**config.mk**
```make
export PLATFORM = sky130hd
export DESIGN_NAME = pipe_ctrl
export DESIGN_NICKNAME = d
export VERILOG_FILES = /design/src/rtl/pipe_pkg.sv /design/src/rtl/pipe_ctrl_sat_cnt.sv /design/src/rtl/pipe_ctrl.sv
export SDC_FILE = /design/constraint.sdc
export NUM_CORES = 1
export LEC_CHECK = 0
export ABC_CLOCK_PERIOD_IN_PS = 1200
export BUFFER_PORTS_ARGS = -buffer_cell sky130_fd_sc_hd__buf_2
export CAP_MARGIN = 10
export CORE_ASPECT_RATIO = 1.1
export CORE_MARGIN = 3
export CORE_UTILIZATION = 33
export CTS_BUF_LIST = sky130_fd_sc_hd__clkbuf_8
export CTS_CLUSTER_SIZE = 40
export DETAILED_ROUTE_END_ITERATION = 10
export PLACE_DENSITY = 0.87
export SLEW_MARGIN = 20
export SYNTH_ARGS = -nofsm -noshare
export SYNTH_HDL_FRONTEND = slang
export SYNTH_SLANG_ARGS = --single-unit
```
**constraint.sdc**
```tcl
create_clock -name clk -period 1.2 [get_ports clk]
set_input_delay 0.06 -clock clk [delete_from_list [all_inputs] [get_ports clk]]
set_output_delay 0.06 -clock clk [all_outputs]
set_load 0.005 [all_outputs]
```
**src/rtl/pipe_pkg.sv**
```systemverilog
// Shared constants and types for the Y86-64 pipeline control unit.
package pipe_pkg;

   localparam logic [3:0] I_NOP   = 4'h1;
   localparam logic [3:0] I_CMOV  = 4'h2;
   localparam logic [3:0] I_IRMOV = 4'h3;
   localparam logic [3:0] I_RMMOV = 4'h4;
   localparam logic [3:0] I_MRMOV = 4'h5;
   localparam logic [3:0] I_OPQ   = 4'h6;
   localparam logic [3:0] I_JXX   = 4'h7;
   localparam logic [3:0] I_CALL  = 4'h8;
   localparam logic [3:0] I_RET   = 4'h9;
   localparam logic [3:0] I_PUSH  = 4'hA;
   localparam logic [3:0] I_POP   = 4'hB;

   localparam logic [2:0] STAT_AOK = 3'd1;
   localparam logic [2:0] STAT_HLT = 3'd2;
   localparam logic [2:0] STAT_ADR = 3'd3;
   localparam logic [2:0] STAT_INS = 3'd4;

   localparam logic [3:0] REG_NONE = 4'hF;

   typedef enum logic [1:0] {
      ST_INIT,
      ST_RUN,
      ST_HALTED,
      ST_FAULT
   } pc_state_e;

   function automatic logic is_exc(input logic [2:0] s);
      return (s == STAT_HLT) || (s == STAT_ADR) || (s == STAT_INS);
   endfunction

endpackage

```
**src/rtl/pipe_ctrl_sat_cnt.sv**
```systemverilog
// 32-bit saturating event counter used for pipeline performance statistics.
module pipe_sat_cnt (
   input  logic        clk,
   input  logic        rst_n,
   input  logic        i_inc,
   output logic [31:0] o_cnt
);

   logic [31:0] r_cnt;

   always_ff @(posedge clk or negedge rst_n) begin
      if (!rst_n) begin
         r_cnt <= '0;
      end else if (i_inc && (r_cnt != 32'hFFFF_FFFF)) begin
         r_cnt <= r_cnt + 32'd1;
      end
   end

   assign o_cnt = r_cnt;

endmodule

```
**src/rtl/pipe_ctrl.sv**
```systemverilog
// Y86-64 stall/bubble control with post-reset flush and run/halt/fault FSM.
// Define PIPE_CTRL_PERF_EN to build the saturating performance counters.
module pipe_ctrl
   import pipe_pkg::*;
#(
   parameter int INIT_CYCLES = 4
) (
   input  logic        clk,
   input  logic        rst_n,
   input  logic [3:0]  D_icode,
   input  logic [3:0]  d_srcA,
   input  logic [3:0]  d_srcB,
   input  logic [3:0]  E_icode,
   input  logic [3:0]  E_dstM,
   input  logic        e_Cnd,
   input  logic [3:0]  M_icode,
   input  logic [2:0]  m_stat,
   input  logic [2:0]  W_stat,
   output logic        F_stall,
   output logic        D_stall,
   output logic        W_stall,
   output logic        D_bubble,
   output logic        E_bubble,
   output logic        M_bubble,
   output logic        halted,
   output logic        fault,
   output logic [2:0]  stat_out,
   output logic [31:0] cyc_cnt,
   output logic [31:0] lu_cnt,
   output logic [31:0] mp_cnt,
   output logic [31:0] ret_cnt
);

   localparam int CW = (INIT_CYCLES > 1) ? $clog2(INIT_CYCLES) : 1;
   localparam logic [CW-1:0] INIT_LAST = CW'(INIT_CYCLES - 1);

   pc_state_e     r_state;
   logic [CW-1:0] r_init_cnt;
   logic [2:0]    r_stat;
   logic          r_halted;
   logic          r_fault;

   logic w_load_use;
   logic w_mispred;
   logic w_ret_in;
   logic w_init;
   logic w_run;

   assign w_load_use = ((E_icode == I_MRMOV) || (E_icode == I_POP))
                     && (E_dstM != REG_NONE)
                     && ((E_dstM == d_srcA) || (E_dstM == d_srcB));
   assign w_mispred  = (E_icode == I_JXX) && !e_Cnd;
   assign w_ret_in   = (D_icode == I_RET) || (E_icode == I_RET)
                     || (M_icode == I_RET);

   assign w_init = (r_state == ST_INIT);
   assign w_run  = (r_state == ST_RUN);

   // A load-use hazard stalls D, so it must win over the ret bubble.
   always_comb begin
      F_stall  = 1'b0;
      D_stall  = 1'b0;
      W_stall  = 1'b0;
      D_bubble = 1'b0;
      E_bubble = 1'b0;
      M_bubble = 1'b0;
      unique case (1'b1)
         w_init: begin
            F_stall  = 1'b1;
            D_bubble = 1'b1;
            E_bubble = 1'b1;
            M_bubble = 1'b1;
         end
         w_run: begin
            F_stall  = w_load_use || w_ret_in;
            D_stall  = w_load_use;
            D_bubble = w_mispred || (w_ret_in && !w_load_use);
            E_bubble = w_mispred || w_load_use;
            M_bubble = is_exc(m_stat) || is_exc(W_stat);
            W_stall  = is_exc(W_stat);
         end
         default: begin
            F_stall  = 1'b1;
            D_stall  = 1'b1;
            W_stall  = 1'b1;
            E_bubble = 1'b1;
            M_bubble = 1'b1;
         end
      endcase
   end

   always_ff @(posedge clk or negedge rst_n) begin
      if (!rst_n) begin
         r_state    <= ST_INIT;
         r_init_cnt <= '0;
         r_stat     <= STAT_AOK;
         r_halted   <= 1'b0;
         r_fault    <= 1'b0;
      end else begin
         case (r_state)
            ST_INIT: begin
               if (r_init_cnt == INIT_LAST) begin
                  r_state <= ST_RUN;
               end else begin
                  r_init_cnt <= r_init_cnt + 1'b1;
               end
            end
            ST_RUN: begin
               if (W_stat == STAT_HLT) begin
                  r_state  <= ST_HALTED;
                  r_stat   <= W_stat;
                  r_halted <= 1'b1;
               end else if ((W_stat == STAT_ADR) || (W_stat == STAT_INS)) begin
                  r_state  <= ST_FAULT;
                  r_stat   <= W_stat;
                  r_halted <= 1'b1;
                  r_fault  <= 1'b1;
               end
            end
            default: begin
            end
         endcase
      end
   end

   assign halted   = r_halted;
   assign fault    = r_fault;
   assign stat_out = r_stat;

`ifdef PIPE_CTRL_PERF_EN
   logic w_inc_lu;
   logic w_inc_mp;
   logic w_inc_ret;

   assign w_inc_lu  = w_run && w_load_use;
   assign w_inc_mp  = w_run && w_mispred;
   assign w_inc_ret = w_run && (D_icode == I_RET) && !w_load_use;

   pipe_sat_cnt u_cyc (
      .clk   (clk),
      .rst_n (rst_n),
      .i_inc (w_run),
      .o_cnt (cyc_cnt)
   );

   pipe_sat_cnt u_lu (
      .clk   (clk),
      .rst_n (rst_n),
      .i_inc (w_inc_lu),
      .o_cnt (lu_cnt)
   );

   pipe_sat_cnt u_mp (
      .clk   (clk),
      .rst_n (rst_n),
      .i_inc (w_inc_mp),
      .o_cnt (mp_cnt)
   );

   pipe_sat_cnt u_ret (
      .clk   (clk),
      .rst_n (rst_n),
      .i_inc (w_inc_ret),
      .o_cnt (ret_cnt)
   );
`else
   assign cyc_cnt = '0;
   assign lu_cnt  = '0;
   assign mp_cnt  = '0;
   assign ret_cnt = '0;
`endif

endmodule

```
==> results of run 1 <==
==> power by group through the flow <==
stage	clock [W]	combinational, W	sequential, W
6_report	0.000347	0.000274	0.000312
4_1_cts	0.000350	0.000249	0.000312
2_1_floorplan	0	0.000448	0.000316
3_5_place_dp	0	0.000244	0.000316
3_3_place_gp	0	0.000238	0.000316
5_1_grt	0.000367	0.000312	0.000312
==> critical path, cell delays in order <==
cell and delay [ns]:
buf_6 0.09, or3b_1 0.38, a221o_1 0.36, o211a_1 0.23, buf_2 0.12
==> routing by layer <==
| metal | vias up | routed length, um | track usage [%] |
|---|---|---|---|
| li1 | 507 | - | - |
| met4 | 0 | 0 | 2.26 |
| met3 | 0 | 367 | 1.27 |
| met5 | - | 0 | 0 |
| met1 | 473 | 954 | 9.00 |
| met2 | 84 | 1620 | 15.5 |
==> path summary, 6_finish.rpt <==
kind,slack (ns),start,cells after the start,endpoint
worst max-delay path,-0.10,E_icode[1],5,D_bubble
worst min-delay path,0.08,W_stat[1],2,stat_out[2]
worst max register to register,0,r_state[1],3,r_init_cnt[1]
worst min register to register,0.48,halted,1,halted
max in group asynchronous,0.74,rst_n,2,stat_out[0]
min in group asynchronous,0.21,rst_n,2,r_init_cnt[0]
==> placed cells by master, fill, tap and decap left out, types with 2 or more instances in the layout <==
| cell type | n |
|---|---|
| nor2b_1 | 3 |
| dfrtp_1 | 7 |
| conb_1 | 128 |
| buf_4 | 9 |
| clkbuf_8 | 3 |
| o21ai_1 | 2 |
| nor4bb_1 | 2 |
| xnor2_2 | 3 |
| inv_1 | 3 |
| buf_6 | 4 |
| nand4_1 | 3 |
| o21bai_1 | 2 |
| a31oi_1 | 2 |
| a21oi_1 | 6 |
| nor2_1 | 5 |
| xor2_1 | 2 |
| xnor2_1 | 5 |
| nand2_1 | 5 |
| nand2b_1 | 2 |
| buf_2 | 42 |
| o21ai_0 | 2 |
==> state kept, by name, summed over array words and instances, names as in the netlist <==
name,flops
stat_out,3
r_init_cnt,2
r_state,2
fault,1
halted,1
==> cells by family after synthesis <==
group | synth area share (%)
adder cells (fa/ha/maj) | 0.784
flip-flops | 14.2
other | 0.235
XOR/XNOR | 5.49
buffers and inverters | 61.1
AND/OR/NAND/NOR | 11.1
multiplexers | 0.705
AO/OA/AOI/OAI | 6.43
==> layout make-up <==
| cell class | instances | area, sq um | area share (%) |
|---|---|---|---|
| Clock buffer | 3 | 41.3 | 2.55 |
| Clock inverter | 1 | 3.75 | 0.232 |
| Inverter | 3 | 13.8 | 0.850 |
| Multi-Input combinational cell | 187 | 932 | 57.6 |
| Sequential cell | 9 | 228 | 14.1 |
| Tap cell | 54 | 67.6 | 4.17 |
| Timing Repair Buffer | 56 | 333 | 20.6 |
==> stage by stage <==
stage	hold slack [ns]	util (%)	TNS, ns
final	0.0831	36.2	-0.120
after global routing	0.104	36.2	-0.270
after CTS	0.0804	35.2	-0.150
after detailed placement	-0.0709	33.2	-0.280
after global placement	-0.0833	33.2	-0.241
after floorplan	-0.236	-	0
==> timing repair <==
| item | in CTS | in global routing |
|---|---|---|
| endpoints found under the setup margin | 6 | 7 |
| resized for setup | 8 | 10 |
| setup buffers | 2 | 1 |
| hold buffers | 1 | 0 |
| pin swaps | 3 | 2 |
| gates cloned | 0 | 0 |
| endpoints found under the hold margin | 9 | 0 |
==> metrics.yaml, run 1 <==
cts:
  cts_max_level: 1
  cts_tree: "done"
  clk_latency_ns: 0.23
  cts_buffers: 3
  path_clk_slew_ns: 0.05
  cts-root-buf: "clkbuf_8"
  clock-sinks: 9
  cts.path.max_buffers: 2
worst_setup_path:
  worstPathMaxFanout: 4
  critPathLaunchType: "primary input"
  cp-end-kind: "primary output"
  crit_arrival_ns: 1.24
  setup.worst_path.class: "primary input to primary output"
  cp.required_ns: 1.14
finish:
  layout.cells.non_filler: 313
  design_area_sq_um: 1620
  area_growth_pct: 1.41
  fillCellCount: 479
  drive_above_1_share_pct: 27.8
  fin_nets: 294
  n_antenna_cell: 0
pwr:
  p_leak_nw: 0.965
  sw_frac_of_total_pct: 32.3
  vdd_drop_max_mv: 0.516
  power_density_nw_per_um2: 576
  intPower_w: 0.000631
  seq_power_share_pct: 33.4
  p_clk_share_pct: 37.2
  power_w: 0.000933
  power.switching_w: 0.000301
  pwr-share-comb_pct: 29.4
route:
  final_antenna_net_count: 0
  vias: 1064
  drc_errors: 0
  viasPerCell: 3.40
  drt_iter0_drc: 10
  wirelength_mm: 2.94
  firstDrtPassIters: 2
  routedWlPerCell_um: 9.41
yosys:
  synth_edf_count: 0
  ys_top_cells_by_count: "buf_4 (128), dfrtp_1 (8), xnor2_1 (8)"
  async_flop_share_pct: 100
  netlist.area_leader.share_pct: 60.2
  synth_area_leaders: "buf_4 (60%), dfrtp_1 (13%), xnor2_1 (4.4%)"
  ys_types: 28
  syn_area_sq_um: 1600
  yosys_warnings: 0
  ys_seq_area_share_pct: 14.2
  synth-main-ff-cell: "dfrtp_1"
  yosysTopAreaCell: "buf_4"
  synth_area_per_cell_sq_um: 7.94
  ys_seq_elements: 9
  yosysMostFrequentCell: "buf_4"
  synth_cells: 201
global_routing:
  grt_use_total_pct: 8.09
  grt_pass1_vias: 816
  grt_max_degree: 10
  grt.overflow.total: 0
  grt_antenna_before_repair: 0
  grt_pass1_wl_mm: 3.74
sta:
  setup_violations: 3
  period_needed_ns: 1.30
  layout_setup_ws_ns: -0.103
  max_freq_ghz: 0.767
  report.final.slew_viol_count: 0
  final_hold_viol_count: 0
  finalCritPeriodShare_pct: 109
  rsz0062_at_grt: "yes"
  skew_ns: 0.00597
placed_design:
  place_area_sq_um: 1480
  routabilityCongestion: 0.764
  hpwl_mm: 2.61
  pre_cts_slack_ns: -0.152
  post-place-cells: 306
  port-buffer-count: 43
die:
  die_x_um: 72.3
  dieArea_sq_um: 5710
  die_h_um: 79.0
  rows: 25
  core_area_sq_um: 4470
  io_pins: 172
  initial_utilization_pct: 35.7
outcome:
  outcome: "finished, violations left"
  violations: "setup timing"
hold_path:
  hold_path_class: "primary input to flop"
run:
  maxCapViolCount: 0
Note: power is estimated with default switching activity, not from simulation.
==> run 2: changes to the inputs <==
CORE_MARGIN = unset   (was 3)
==> metrics.yaml, run 2 (same netlist as run 1, synthesis figures left out) <==
finish:
  fillCellCount: 505
  layout_commonest_cell: "conb_1"
  design_area_sq_um: 1610
  largest_reg_flops: 3
  area_growth_pct: 0.862
  layout_common_cells: "conb_1 (128), buf_2 (42), buf_4 (9), xnor2_1 (8)"
  n_antenna_cell: 0
  fin_nets: 295
  drive_above_1_share_pct: 27.3
cts:
  cts-root-buf: "clkbuf_8"
  cts_tree: "done"
  path_clk_slew_ns: 0.04
  cts_max_level: 1
  clk_latency_ns: 0.24
  cts.path.max_buffers: 2
  cts_buffers: 3
  clock-sinks: 9
global_routing:
  grtUsageMet3_pct: 1.06
  grt_antenna_before_repair: 0
  grt_use_total_pct: 9.72
  grt.overflow.total: 0
  busiest_layer: "met2"
  met2_usage_pct: 18.0
  grt_pass1_wl_mm: 3.68
  grt_max_degree: 10
  grt_pass1_vias: 818
  met1_usage_pct: 10.9
worst_setup_path:
  crit_buf_inv: 2
  cp-end-kind: "primary output"
  path_delay_family: "compound AO/OA/AOI/OAI gates"
  r2r_slack_ns: 0
  r2r-start: "r_state[0]"
  cp_slowest_stage_delay_ns: 0.38
  crit_chain: "buf_6 > or3b_4 > a221o_1 > o211a_1 > buf_2"
  setup.worst_path.class: "primary input to primary output"
  ff2ff_path_depth: 3
  worstPathMaxFanout: 4
  critPathLaunchType: "primary input"
  cp.required_ns: 1.14
  crit_slowest_cell: "or3b_4"
  reg2reg_to: "r_init_cnt[1]"
  crit_arrival_ns: 1.23
outcome:
  outcome: "finished, violations left"
  violations: "setup timing"
run:
  maxCapViolCount: 0
placed_design:
  port-buffer-count: 43
  place_area_sq_um: 1490
  hpwl_mm: 2.25
  routabilityCongestion: 0.723
  pre_cts_slack_ns: -0.136
sta:
  setup_violations: 4
  report.final.slew_viol_count: 0
  final_hold_viol_count: 0
  layout_setup_ws_ns: -0.0905
  rsz0062_at_grt: "yes"
  max_freq_ghz: 0.775
  period_needed_ns: 1.29
  skew_ns: 0.00425
  finalCritPeriodShare_pct: 108
pwr:
  vdd_drop_max_mv: 0.457
  p_leak_nw: 0.948
  power_density_nw_per_um2: 575
  power_w: 0.000927
die:
  die_x_um: 68.3
  initial_utilization_pct: 34.3
  core_area_sq_um: 4650
  dieArea_sq_um: 5120
  die_h_um: 75.0
  io_pins: 172
  rows: 26
route:
  drt_iter0_drc: 17
  drc_errors: 0
  viasPerCell: 3.46
  final_antenna_net_count: 0
  routedWlPerCell_um: 8.19
  wirelength_mm: 2.59
  vias: 1093
  firstDrtPassIters: 4
hold_path:
  hp-start: "W_stat[1]"
  holdPathStages: 2
  hold_path_class: "primary input to flop"
  whs_endpoint: "stat_out[2]"
==> run 2: stage by stage <==
stage	util, %	hold slack [ns]	std cells	setup TNS, ns
after global routing	34.6	0.0966	316	-0.382
after detailed placement	32.0	-0.0793	308	-0.248
after global placement	32.0	-0.0829	308	-0.195
final	34.6	0.0869	316	-0.116
after floorplan	-	-0.236	328	0
after CTS	33.8	0.0822	315	-0.246
==> run 2: final cells by class <==
cell class	instances	area [sq um]	share of cell area [%]
clock buffers	3	41.3	2.56
clock inverters	1	3.75	0.233
inverters	3	15.0	0.932
multi-input cells	187	907	56.3
flip-flops and latches	9	229	14.2
well taps	56	70.1	4.35
repair buffers	57	344	21.4
==> run 2: worst max path at each step <==
stage / slack [ns] / cells after the start / from / end
2_1_floorplan: 0.005 / 3 / r_init_cnt[0] / r_init_cnt[1]
3_3_place_gp: -0.11 / 5 / E_icode[1] / D_bubble
3_5_place_dp: -0.14 / 5 / E_icode[1] / D_bubble
4_1_cts: -0.11 / 5 / r_state[0] / D_bubble
5_1_grt: -0.13 / 5 / E_icode[1] / D_bubble
6_report: -0.09 / 5 / E_icode[1] / D_bubble
==> run 2: worst register-to-register path, stage by stage, from the launching register on <==
cell	delay, ns
dfrtp_2	0.43
buf_6	0.14
nor3_4	0.20
mux2_4	0.31
==> run 2: power by group <==
part           switching [W]  internal (W)
logic               0.000166     0.0000924
registers         0.00000228      0.000309
clock network       0.000133      0.000224
total               0.000301      0.000625
==> run 2: timing repair <==
item / CTS / global route
gates resized for setup: 7 / 10
hold buffers: 1 / 0
setup buffers: 2 / 2
pin swaps: 3 / 2
setup endpoints to repair: 8 / 8
hold endpoints to repair: 9 / 0
==> run 2: layer usage <==
| metal | up-vias | wire (um) | part of all wire (%) |
|---|---|---|---|
| met5 | - | 0 | 0 |
| met4 | 0 | 39 | 1.5 |
| met3 | 5 | 224 | 8.7 |
| met2 | 92 | 1360 | 53 |
| met1 | 484 | 962 | 37 |
| li1 | 512 | - | - |
==> run 3: changes to the inputs <==
CORE_MARGIN = 5   (was unset)
==> metrics.yaml, run 3 (same netlist as run 1, synthesis figures left out) <==
outcome:
  outcome: "finished, violations left"
  violations: "setup timing"
cts:
  path_clk_slew_ns: 0.04
  cts_max_level: 1
  cts_tree: "done"
  clock-sinks: 9
  cts-root-buf: "clkbuf_8"
  clk_latency_ns: 0.23
  cts_buffers: 3
  cts.path.max_buffers: 2
global_routing:
  grt_pass1_wl_mm: 4.57
  grt_max_degree: 10
  grt.overflow.total: 0
  grt_pass1_vias: 1040
  grt_antenna_before_repair: 0
  grt_use_total_pct: 8.30
sta:
  final_hold_viol_count: 0
  rsz0062_at_grt: "yes"
  skew_ns: 0.00237
  whs_ns: 0.127
  finalCritPeriodShare_pct: 109
  report.final.slew_viol_count: 0
  max_freq_ghz: 0.764
  layout_setup_ws_ns: -0.109
  setup_violations: 5
  period_needed_ns: 1.31
die:
  dieArea_sq_um: 6330
  die_h_um: 83.0
  initial_utilization_pct: 34.1
  die_x_um: 76.3
  core_area_sq_um: 4680
  io_pins: 172
  rows: 26
finish:
  largest_reg_flops: 3
  layout_common_cells: "conb_1 (128), buf_2 (37), buf_4 (12), dfrtp_1 (7), buf_6 (7)"
  drive_above_1_share_pct: 28.8
  n_antenna_cell: 0
  layout.cells.non_filler: 316
  fin_nets: 295
  layout_commonest_cell: "conb_1"
  fillCellCount: 506
  area_growth_pct: 4.47
worst_setup_path:
  setup.worst_path.class: "primary input to primary output"
  reg2reg_to: "r_init_cnt[1]"
  crit_arrival_ns: 1.25
  cp-end-kind: "primary output"
  critPathLaunchType: "primary input"
  r2r-start: "r_init_cnt[0]"
  ff2ff_path_depth: 3
  worstPathMaxFanout: 4
  r2r_slack_ns: 0.02
  cp.required_ns: 1.14
route:
  vias: 1074
  drt_iter0_drc: 10
  drc_errors: 0
  routedWlPerCell_um: 10.6
  wirelength_mm: 3.34
  firstDrtPassIters: 4
  final_antenna_net_count: 0
  viasPerCell: 3.40
pwr:
  power_density_nw_per_um2: 565
  vdd_drop_max_mv: 0.240
  p_leak_nw: 0.993
run:
  maxCapViolCount: 0
placed_design:
  hpwl_mm: 2.85
  post-place-cells: 307
  routabilityCongestion: 0.735
  port-buffer-count: 43
hold_path:
  hold_path_class: "primary input to flop"
  holdPathStages: 3
  whs_endpoint: "stat_out[0]"
  hp-start: "W_stat[0]"
[run 3: changes by cell type in the layout (fill, tap and decap cells not counted), sizes merged]
| cell | delta |
|---|---|
| clkinvlp | -1 |
| inv | +1 |
[run 3: repair_timing]
item,CTS,global route
hold endpoints to repair,9,0
gates resized for setup,12,11
pin swaps,4,5
setup buffers,2,2
endpoints found under the setup margin,5,7
hold buffers,1,0
[run 3: cell type report]
| class | instances | area (sq um) | area share, % |
|---|---|---|---|
| Clock inverter | 1 | 3.75 | 0.225 |
| Timing Repair Buffer | 57 | 364 | 21.8 |
| Multi-Input combinational cell | 187 | 950 | 56.9 |
| Sequential cell | 9 | 228 | 13.7 |
| Tap cell | 56 | 70.1 | 4.20 |
| Inverter | 3 | 11.3 | 0.675 |
| Clock buffer | 3 | 41.3 | 2.48 |
[run 3: worst max-delay path by stage]
stage | slack [ns] | start | cells after the start | end
6_report | -0.11 | E_icode[3] | 5 | D_bubble
5_1_grt | -0.15 | E_icode[3] | 5 | D_bubble
2_1_floorplan | 0.005 | r_init_cnt[0] | 3 | r_init_cnt[1]
3_5_place_dp | -0.13 | E_icode[1] | 5 | D_bubble
3_3_place_gp | -0.14 | E_icode[1] | 5 | D_bubble
4_1_cts | -0.1 | E_icode[1] | 5 | D_bubble
[run 3: critical path, cell delays in order]
cell     delay (ns)
buf_6          0.09
or3b_1         0.36
a221o_1        0.36
o211a_1        0.24
buf_2          0.13
[run 3: where the power goes]
group,leakage [nW],switching [W],internal [W]
sequential,0.109,0.00000253,0.000309
clock,0.0269,0.000117,0.000223
combinational,0.857,0.000182,0.000108
total,0.993,0.000302,0.000640
[run 3: layer usage]
layer / GRT usage (%) / routed length (um) / up-vias
met4: 1.91 / 13 / 0
met3: 2.92 / 435 / 2
met5: 0 / 0 / -
li1: - / - / 508
met1: 7.93 / 1010 / 482
met2: 16.5 / 1880 / 82
[run 3: stage by stage]
stage	util (%)	power, W	worst slack (ns)	cell area [sq um]	TNS (ns)
3_3_place_gp	31.6	0.000556	-0.136	1480	-0.257
6_report	35.6	0.000943	-0.109	1670	-0.225
5_1_grt	35.6	0.000994	-0.147	1670	-0.464
4_1_cts	34.1	0.000924	-0.0988	1600	-0.188
2_1_floorplan	-	0.000765	0.00519	2090	0
3_5_place_dp	31.6	0.000561	-0.127	1480	-0.260
